==> src/rtl/lw_sha_bus_host_sequencer.sv <==
// Host-side bus sequencer for the lightweight SHA/HMAC register slave.
// Programs CFG/CTL, streams DIN words, polls STS and drains the digest.
module lw_sha_bus_host_sequencer #(
  parameter int BUS_W      = 32,
  parameter int HASH_BEATS = 8,
  parameter int POLL_LIMIT = 1024,
  parameter int CNT_W      = 11
) (
  input  logic             clk_i,
  input  logic             resetn_i,
  input  logic             start_i,
  input  logic [3:0]       opcode_i,
  input  logic             newkey_i,
  input  logic             abort_i,
  input  logic [BUS_W-1:0] msg_data_i,
  input  logic             msg_valid_i,
  input  logic             msg_last_i,
  output logic             msg_ready_o,
  output logic             wr_o,
  input  logic             wr_ack_i,
  output logic [11:0]      waddr_o,
  output logic [BUS_W-1:0] wdata_o,
  input  logic             slv_error_i,
  output logic             rd_o,
  output logic [11:0]      raddr_o,
  input  logic [BUS_W-1:0] rdata_i,
  input  logic             read_valid_i,
  output logic             rd_ack_o,
  output logic [BUS_W-1:0] digest_o,
  output logic             digest_valid_o,
  output logic             digest_last_o,
  input  logic             digest_ready_i,
  output logic             busy_o,
  output logic             done_o,
  output logic [1:0]       err_o
);

  localparam int BW = (HASH_BEATS > 1) ? $clog2(HASH_BEATS) : 1;

  localparam logic [11:0] A_CFG  = 12'h010;
  localparam logic [11:0] A_CTL  = 12'h020;
  localparam logic [11:0] A_STS  = 12'h030;
  localparam logic [11:0] A_HASH = 12'h100;
  localparam logic [11:0] A_DIN  = 12'h140;

  typedef enum logic [3:0] {
    IDLE, WR_CFG, WR_INIT, POLL_RDY, WR_DIN, WR_LAST,
    POLL_AVL, RD_HASH, PUSH, WR_ABORT, CLR_STS, FINISH
  } state_e;

  state_e           state_q;
  logic             wr_q, rd_q;
  logic [11:0]      waddr_q, raddr_q;
  logic [BUS_W-1:0] wdata_q, digest_q;
  logic             dvalid_q, dlast_q, done_q;
  logic [1:0]       err_q;
  logic [3:0]       opcode_q;
  logic             newkey_q, last_q, abort_q;
  logic [CNT_W-1:0] poll_q;
  logic [BW-1:0]    beat_q;

  logic abrt, can_abort, poll_to, beat_end;

  assign abrt      = abort_i | abort_q;
  assign can_abort = !(state_q == IDLE || state_q == WR_ABORT ||
                       state_q == FINISH);
  assign poll_to   = (poll_q == CNT_W'(POLL_LIMIT - 1));
  assign beat_end  = (beat_q == BW'(HASH_BEATS - 1));

  assign wr_o           = wr_q;
  assign waddr_o        = waddr_q;
  assign wdata_o        = wdata_q;
  assign rd_o           = rd_q;
  assign raddr_o        = raddr_q;
  assign rd_ack_o       = rd_q & read_valid_i;
  assign msg_ready_o    = (state_q == WR_DIN) & wr_q & wr_ack_i &
                          ~slv_error_i;
  assign digest_o       = digest_q;
  assign digest_valid_o = dvalid_q;
  assign digest_last_o  = dlast_q;
  assign busy_o         = (state_q != IDLE);
  assign done_o         = done_q;
  assign err_o          = err_q;

  // Sequencer FSM: one bus transfer per state, registered strobes.
  always_ff @(posedge clk_i or negedge resetn_i) begin
    if (!resetn_i) begin
      state_q  <= IDLE;
      wr_q     <= 1'b0;
      rd_q     <= 1'b0;
      waddr_q  <= '0;
      raddr_q  <= '0;
      wdata_q  <= '0;
      digest_q <= '0;
      dvalid_q <= 1'b0;
      dlast_q  <= 1'b0;
      done_q   <= 1'b0;
      err_q    <= 2'd0;
      opcode_q <= '0;
      newkey_q <= 1'b0;
      last_q   <= 1'b0;
      abort_q  <= 1'b0;
      poll_q   <= '0;
      beat_q   <= '0;
    end else begin
      done_q <= 1'b0;
      if (abort_i && can_abort) abort_q <= 1'b1;
      if (abrt && can_abort && !wr_q && !rd_q) begin
        state_q  <= WR_ABORT;
        dvalid_q <= 1'b0;
        dlast_q  <= 1'b0;
        if (err_q == 2'd0) err_q <= 2'd2;
      end else begin
        unique case (state_q)
          IDLE: if (start_i) begin
            opcode_q <= opcode_i;
            newkey_q <= newkey_i;
            err_q    <= 2'd0;
            poll_q   <= '0;
            beat_q   <= '0;
            abort_q  <= 1'b0;
            state_q  <= WR_CFG;
          end
          WR_CFG: if (!wr_q) begin
            wr_q    <= 1'b1;
            waddr_q <= A_CFG;
            wdata_q <= BUS_W'({newkey_q, opcode_q});
          end else if (wr_ack_i) begin
            wr_q    <= 1'b0;
            poll_q  <= '0;
            state_q <= WR_INIT;
          end
          WR_INIT: if (!wr_q) begin
            wr_q    <= 1'b1;
            waddr_q <= A_CTL;
            wdata_q <= BUS_W'(1);
          end else if (wr_ack_i) begin
            wr_q    <= 1'b0;
            poll_q  <= '0;
            state_q <= POLL_RDY;
          end
          POLL_RDY: if (!rd_q) begin
            rd_q    <= 1'b1;
            raddr_q <= A_STS;
          end else if (read_valid_i) begin
            rd_q <= 1'b0;
            if (rdata_i[5]) begin
              err_q   <= 2'd3;
              state_q <= WR_ABORT;
            end else if (rdata_i[1] && msg_valid_i) begin
              state_q <= WR_DIN;
            end else if (poll_to) begin
              err_q   <= 2'd1;
              state_q <= WR_ABORT;
            end else begin
              poll_q <= poll_q + 1'b1;
            end
          end
          WR_DIN: if (!wr_q) begin
            wr_q    <= 1'b1;
            waddr_q <= A_DIN;
            wdata_q <= msg_data_i;
            last_q  <= msg_last_i;
          end else if (wr_ack_i) begin
            wr_q <= 1'b0;
            if (slv_error_i) begin
              state_q <= CLR_STS;
            end else begin
              poll_q  <= '0;
              state_q <= last_q ? WR_LAST : POLL_RDY;
            end
          end
          CLR_STS: if (!wr_q) begin
            wr_q    <= 1'b1;
            waddr_q <= A_STS;
            wdata_q <= BUS_W'(8);
          end else if (wr_ack_i) begin
            wr_q    <= 1'b0;
            poll_q  <= '0;
            state_q <= POLL_RDY;
          end
          WR_LAST: if (!wr_q) begin
            wr_q    <= 1'b1;
            waddr_q <= A_CTL;
            wdata_q <= BUS_W'(2);
          end else if (wr_ack_i) begin
            wr_q    <= 1'b0;
            poll_q  <= '0;
            state_q <= POLL_AVL;
          end
          POLL_AVL: if (!rd_q) begin
            rd_q    <= 1'b1;
            raddr_q <= A_STS;
          end else if (read_valid_i) begin
            rd_q <= 1'b0;
            if (rdata_i[5]) begin
              err_q   <= 2'd3;
              state_q <= WR_ABORT;
            end else if (rdata_i[0]) begin
              beat_q  <= '0;
              state_q <= RD_HASH;
            end else if (poll_to) begin
              err_q   <= 2'd1;
              state_q <= WR_ABORT;
            end else begin
              poll_q <= poll_q + 1'b1;
            end
          end
          RD_HASH: if (!rd_q) begin
            rd_q    <= 1'b1;
            raddr_q <= A_HASH + 12'(beat_q) * 12'(BUS_W / 8);
          end else if (read_valid_i) begin
            rd_q <= 1'b0;
            if (abrt) begin
              if (err_q == 2'd0) err_q <= 2'd2;
              state_q <= WR_ABORT;
            end else begin
              digest_q <= rdata_i;
              dvalid_q <= 1'b1;
              dlast_q  <= beat_end;
              state_q  <= PUSH;
            end
          end
          PUSH: if (digest_ready_i) begin
            dvalid_q <= 1'b0;
            dlast_q  <= 1'b0;
            if (dlast_q) begin
              state_q <= FINISH;
            end else begin
              beat_q  <= beat_q + 1'b1;
              state_q <= RD_HASH;
            end
          end
          WR_ABORT: if (!wr_q) begin
            wr_q    <= 1'b1;
            waddr_q <= A_CTL;
            wdata_q <= BUS_W'(4);
          end else if (wr_ack_i) begin
            wr_q    <= 1'b0;
            state_q <= FINISH;
          end
          FINISH: begin
            done_q  <= 1'b1;
            abort_q <= 1'b0;
            state_q <= IDLE;
          end
          default: state_q <= IDLE;
        endcase
      end
    end
  end

endmodule

==> config.mk <==
export PLATFORM = sky130hd
export DESIGN_NAME = lw_sha_bus_host_sequencer
export DESIGN_NICKNAME = d
export VERILOG_FILES = /design/src/rtl/lw_sha_bus_host_sequencer.sv
export SDC_FILE = /design/constraint.sdc
export NUM_CORES = 1
export LEC_CHECK = 0
export CORE_MARGIN = 2
export CORE_UTILIZATION = 46
export DETAILED_ROUTE_END_ITERATION = 8
export PLACE_DENSITY = 0.87
export SLEW_MARGIN = 20
export SYNTH_ARGS = -nofsm -noshare
export SYNTH_HDL_FRONTEND = slang
export SYNTH_SLANG_ARGS = --single-unit
export TNS_END_PERCENT = 10
==> constraint.sdc <==
create_clock -name clk_i -period 2.6 [get_ports clk_i]
set_input_delay 0.26 -clock clk_i [delete_from_list [all_inputs] [get_ports clk_i]]
set_output_delay 0.26 -clock clk_i [all_outputs]
set_load 0.02 [all_outputs]
== After elaboration in Yosys (flattened, before gate mapping) ==
Index checks and enable logic that the tools add are counted.

* Eq/ne operators: 61
* $add $sub $neg: 3
* Bitwise logic cells: 9
* Reduce and logical (&&, ||, !) cells: 39
* Muxes and demuxes: 105

{| class="wikitable"
|+ Operators by type and width
! cell !! number
|-
| two-way mux 32 bit || 6
|-
| one-hot mux 32 bit (6 select lines) || 1
|-
| two-way mux 11 bit || 15
|-
| two-way mux 4 bit || 26
|-
| two-way mux 12 bit || 6
|-
| one-hot mux 11 bit (5 select lines) || 1
|-
| inequality test 2 bit (second input constant) || 24
|-
| one-hot mux 12 bit (4 select lines) || 1
|-
| one-hot mux 4 bit (10 select lines) || 1
|-
| inequality test 3 bit (second input constant) || 13
|-
| two-way mux 2 bit || 15
|-
| two-way mux 3 bit || 8
|-
| one-hot mux 12 bit (2 select lines) || 1
|-
| two-way mux 1 bit || 19
|-
| AND reduction 18 bit || 1
|-
| equality test 4 x 3 -> 1 bit (second input constant) || 4
|-
| equality test 4 bit (second input constant) || 4
|-
| AND reduction 16 bit || 1
|-
| inequality test 3 x 2 -> 1 bit (second input constant) || 5
|-
| adder 11 x 1 -> 11 bit (second input constant) || 1
|-
| equality test 11 x 10 -> 1 bit (second input constant) || 1
|-
| AND reduction 11 bit || 1
|-
| adder 9 x 5 -> 10 bit (first input constant) || 1
|-
| AND reduction 5 bit || 2
|-
| 33 further kinds || 59
|}

* Bits in registers: 120

== Longest topological paths before layout ==
* Depth in word-level cells: 9
* Depth in mapped cells: 9
* Gate-level depth less buffers: 7

== Worst setup path after synthesis ==
No wires, ideal clock.

* Path kind: reg-to-reg
* Start: reg state_q[2]
* End: reg poll_q[8]
* Data arrival time: 1.952 ns
* Stages on the path, launching flop included: 9
* Slack: 0.520 ns
* Setup time: 0.128 ns
* Data required time: 2.472 ns
* Cells stage by stage: dfrtp_1 buf_6 or2_4 mux2i_1 mux2_2 a2111o_1 buf_6 o21ai_2 o31ai_1

* Cells in the longest elaborated chain, start to end: 9

{| class="wikitable"
|+ Ends and longest elaborated chain
! item !! RTL line !! text
|-
| from (decl) || 51 || <nowiki>state_e state_q;</nowiki>
|-
| from (signal assigned) || 170 || <nowiki>state_q <= last_q ? WR_LAST : POLL_RDY;</nowiki>
|-
| equality test 4 bit or zero test 4 bit (tied branches) || 65, 114 ||
|-
| logical OR 1 bit (2 in a row) || 65 || <nowiki>assign can_abort = !(state_q == IDLE || state_q == WR_ABORT ||</nowiki>
|-
| zero test 1 bit || 65 ||
|-
| logical AND 1 bit (3 in a row) || 108 || <nowiki>if (abrt && can_abort && !wr_q && !rd_q) begin</nowiki>
|-
| NOT 1 bit (no source line) || -- ||
|-
| AND reduction 16 bit (no source line) || -- ||
|-
| to (signal assigned) || 156 || <nowiki>poll_q <= poll_q + 1'b1;</nowiki>
|-
| to (signal assigned) || 206 || <nowiki>poll_q <= poll_q + 1'b1;</nowiki>
|-
| to (decl) || 59 || <nowiki>logic [CNT_W-1:0] poll_q;</nowiki>
|}

Several ways; a longest one is shown, not always the timed one.
A chain may end at the register's enable or synchronous reset.

== Worst setup path in the final report ==
* Start: reg state_q[2]
* End: reg poll_q[3]

Same word-level chain as after synthesis.

==> run summary <==
outcome = finished with violations
failing checks = negative hold slack
CP max stage delay = 0.49 ns
drt pass-1 iters = 5
chip width = 111 µm
clock skew = 0.00829 ns
critical path start-end classification = reg -> reg
EDFF count, synth = 0
Yosys cell types = 65
clock latency on the worst-skew pair = 0.35 ns
ys flop type = dfrtp_1
Post-CTS Setup Inserts = 0
slowest library cell on the worst path = dfrtp_2
Pwr Density = 907 mW/mm²
GRT Total Usage = 0.234
Peak VDD IR = 0.391 mV
ys async rst share = 1.00
Worst setup SP type = flip-flop
largest net degree at the start of global routing = 105
final core occ = 0.676
Worst slew margin = 0.602
CP required = 2.83 ns
IO Port Bufs = 161
Final Slew Violations = 0
first-pass GRT wire length = 23.7 mm
fin crit share = 0.899
Iter 0 DRT Violations = 497
final WL = 14.3 mm
setup TNS = 0 ns
Die Span Y = 111 µm
Yosys reg bits = 104
setup violators final = 0
n_diodes = 0
CP Max Fanout = 12
DR DRC count = 0
GPL Wtd Cong = 0.977
worst-margin pin slew = 0.597 ns
Min Hold Slack = -0.0500 ns
total congestion overflow = 0
Post-DRT Antenna Nets = 0
Post-Syn Area = 0.00522 mm²
clk slew on worst S/H paths = 0.07 ns
routed vias/inst = 5.54
YS warnings = 0
cts hold-fix bufs = 0
CTS root buf = clkbuf_16
family with the most delay on the worst path = compound AO/OA/AOI/OAI gates
Top Ports = 177
critical path data arrival time = 2.56 ns
CP Cell Sequence = buf_4, nor4_4, nor3_1, o21a_1, a2111o_2, o21ai_0, o31ai_1
sequential area share after synthesis = 0.499
nets@finish = 786
min Tclk post-route = 2.34 ns
Die Area = 0.0122 mm²
initial cell density of the core = 0.477
r2r endpoint = poll_q[3]
reg-to-reg slack, setup = 0.26 ns
HP Class = in -> async
core area = 0.0109 mm²
type of element capturing the critical path = flip-flop
layout cells sized above 1 = 0.154
Leakage = 0.00321 µW
CTS Buffer Depth = 2
number of global-route vias before repair = 4733
WL/cell = 16.8 µm
Crit Reg-Reg Startpoint = state_q[2]
Avg Inst Size Synth = 9.83 µm²
R2R depth = 7
max_cap viols = 0
CTS H-tree depth = 3
Fin. Hold Viols = 37
FP Rows = 38
TritonCTS clock tree = done
RSZ-0062 raised after global routing = no
CTS sink cnt = 104
Layout area overhead = 41.7%
Max Fclk = 428 MHz
initial antenna violation count = 0
TritonCTS Buffers = 9
post-DP HPWL = 10.7 mm
CP Buf/Inv Count = 1
Via Count = 4707
post-synthesis instance total = 531
layout make-up:
cell class / instances / area (µm²)
clock buffer: 9 / 225
multi-input combinational: 382 / 2380
clock inverter: 7 / 55.1
inverter: 14 / 52.6
fill: 814 / 3540
timing repair buffer: 193 / 1900
tap: 140 / 175
sequential: 104 / 2600
cells in the mapped netlist, types with 3 or more instances:
| library cell | n | area share |
|---|---|---|
| nor3_1 | 5 | 0.0048 |
| nor2b_1 | 9 | 0.011 |
| o22ai_1 | 4 | 0.0048 |
| o31ai_1 | 11 | 0.016 |
| o21ai_0 | 54 | 0.052 |
| mux2_2 | 40 | 0.086 |
| o21ai_2 | 7 | 0.012 |
| o211ai_1 | 3 | 0.0043 |
| a211oi_1 | 3 | 0.0043 |
| buf_4 | 17 | 0.024 |
| nand3_1 | 9 | 0.0086 |
| or3_1 | 5 | 0.0060 |
| a22oi_1 | 4 | 0.0058 |
| a22o_1 | 3 | 0.0050 |
| inv_1 | 12 | 0.0086 |
| nand2b_1 | 3 | 0.0036 |
| buf_2 | 9 | 0.0086 |
| nand2_1 | 101 | 0.073 |
| a21o_1 | 4 | 0.0058 |
| ha_1 | 3 | 0.0072 |
| o21a_1 | 4 | 0.0058 |
| nor2_1 | 26 | 0.019 |
| a21oi_1 | 18 | 0.017 |
| mux2i_1 | 5 | 0.0096 |
| clkbuf_1 | 15 | 0.011 |
| and3_1 | 4 | 0.0048 |
| dfrtp_1 | 104 | 0.50 |
worst reg2reg max path, delay by kind of cell, from the launching register on:
| family | cells | cell delay, ns |
|---|---|---|
| buf+inv | 1 | 0.21 |
| flops | 1 | 0.49 |
| compound gates | 4 | 1.03 |
| simple gates | 2 | 0.50 |
flip-flops by register name, summed over array words and instances (netlist names):
name / cells
opcode_q: 4
digest_valid_o: 1
wdata_o: 32
rd_o: 1
abort_q: 1
err_o: 2
raddr_o: 5
newkey_q: 1
poll_q: 11
last_q: 1
beat_q: 3
wr_o: 1
digest_o: 32
done_o: 1
digest_last_o: 1
state_q: 4
waddr_o: 3
routing by layer:
metal,GRT usage,wire (µm)
met5,0,0
met4,0.0733,292
met3,0.0461,910
met2,0.410,7170
met1,0.293,5920
how the worst max path moves through the flow:
stage | startpoint | endpoint | slack, ns | cells after the start
after floorplan | state_q[2] | poll_q[8] | 0.52 | 8
after global placement | wr_ack_i | poll_q[2] | 0.08 | 7
after detailed placement | abort_i | poll_q[3] | 0.06 | 7
after CTS | state_q[2] | msg_ready_o | 0.04 | 5
after global routing | state_q[2] | poll_q[2] | 0.11 | 7
final | state_q[2] | poll_q[3] | 0.26 | 7
cells in the final DEF, fill, tap and decap left out, drive strengths merged, types with 9 or more instances in the layout:
cell / Yosys / routed
a21oi: 18 / 18
buf: 29 / 33
clkbuf: 16 / 9
clkdlybuf4s50: 0 / 159
conb: 1 / 15
dfrtp: 104 / 104
inv: 12 / 14
mux2: 40 / 40
nand2: 101 / 101
nand3: 9 / 9
nor2: 26 / 26
nor2b: 9 / 9
o21ai: 61 / 61
o31ai: 12 / 12
per-stage QoR:
stage	hold slack, ns	power (µW)	std cells	setup WS (ns)	cell area [µm²]
floorplan	-0.0356	4140	545	0.520	5270
global placement	0.360	5320	833	0.0843	7110
detailed placement	0.370	5400	833	0.0620	7110
CTS	0.00156	6690	849	0.0398	7390
global route	0.0302	7080	849	0.106	7390
finish	-0.0500	6700	849	0.261	7390
where the power goes:
group,total (µW),switching [µW],internal (µW)
clock,1280,623,659
sequential,2210,300,1920
combinational,3200,1790,1410
total,6700,2710,3990
cells by family (layout without fill, tap and decap cells):
| family | count (synthesis) | after routing | synth area share |
|---|---|---|---|
| compound gates | 141 | 141 | 0.182 |
| simple gates | 177 | 177 | 0.154 |
| fa+ha+maj | 3 | 3 | 0.00720 |
| other cells | 1 | 15 | 0.000719 |
| buf+inv | 59 | 223 | 0.0599 |
| xor+xnor | 1 | 1 | 0.00168 |
| mux | 45 | 45 | 0.0959 |
| flops | 104 | 104 | 0.499 |
what timing repair did:
item,in CTS,in global routing
cloned,0,0
setup endpoints to repair,1,6
hold endpoints to repair,0,0
resized for setup,1,2
Power figures use the tool's default switching activity.
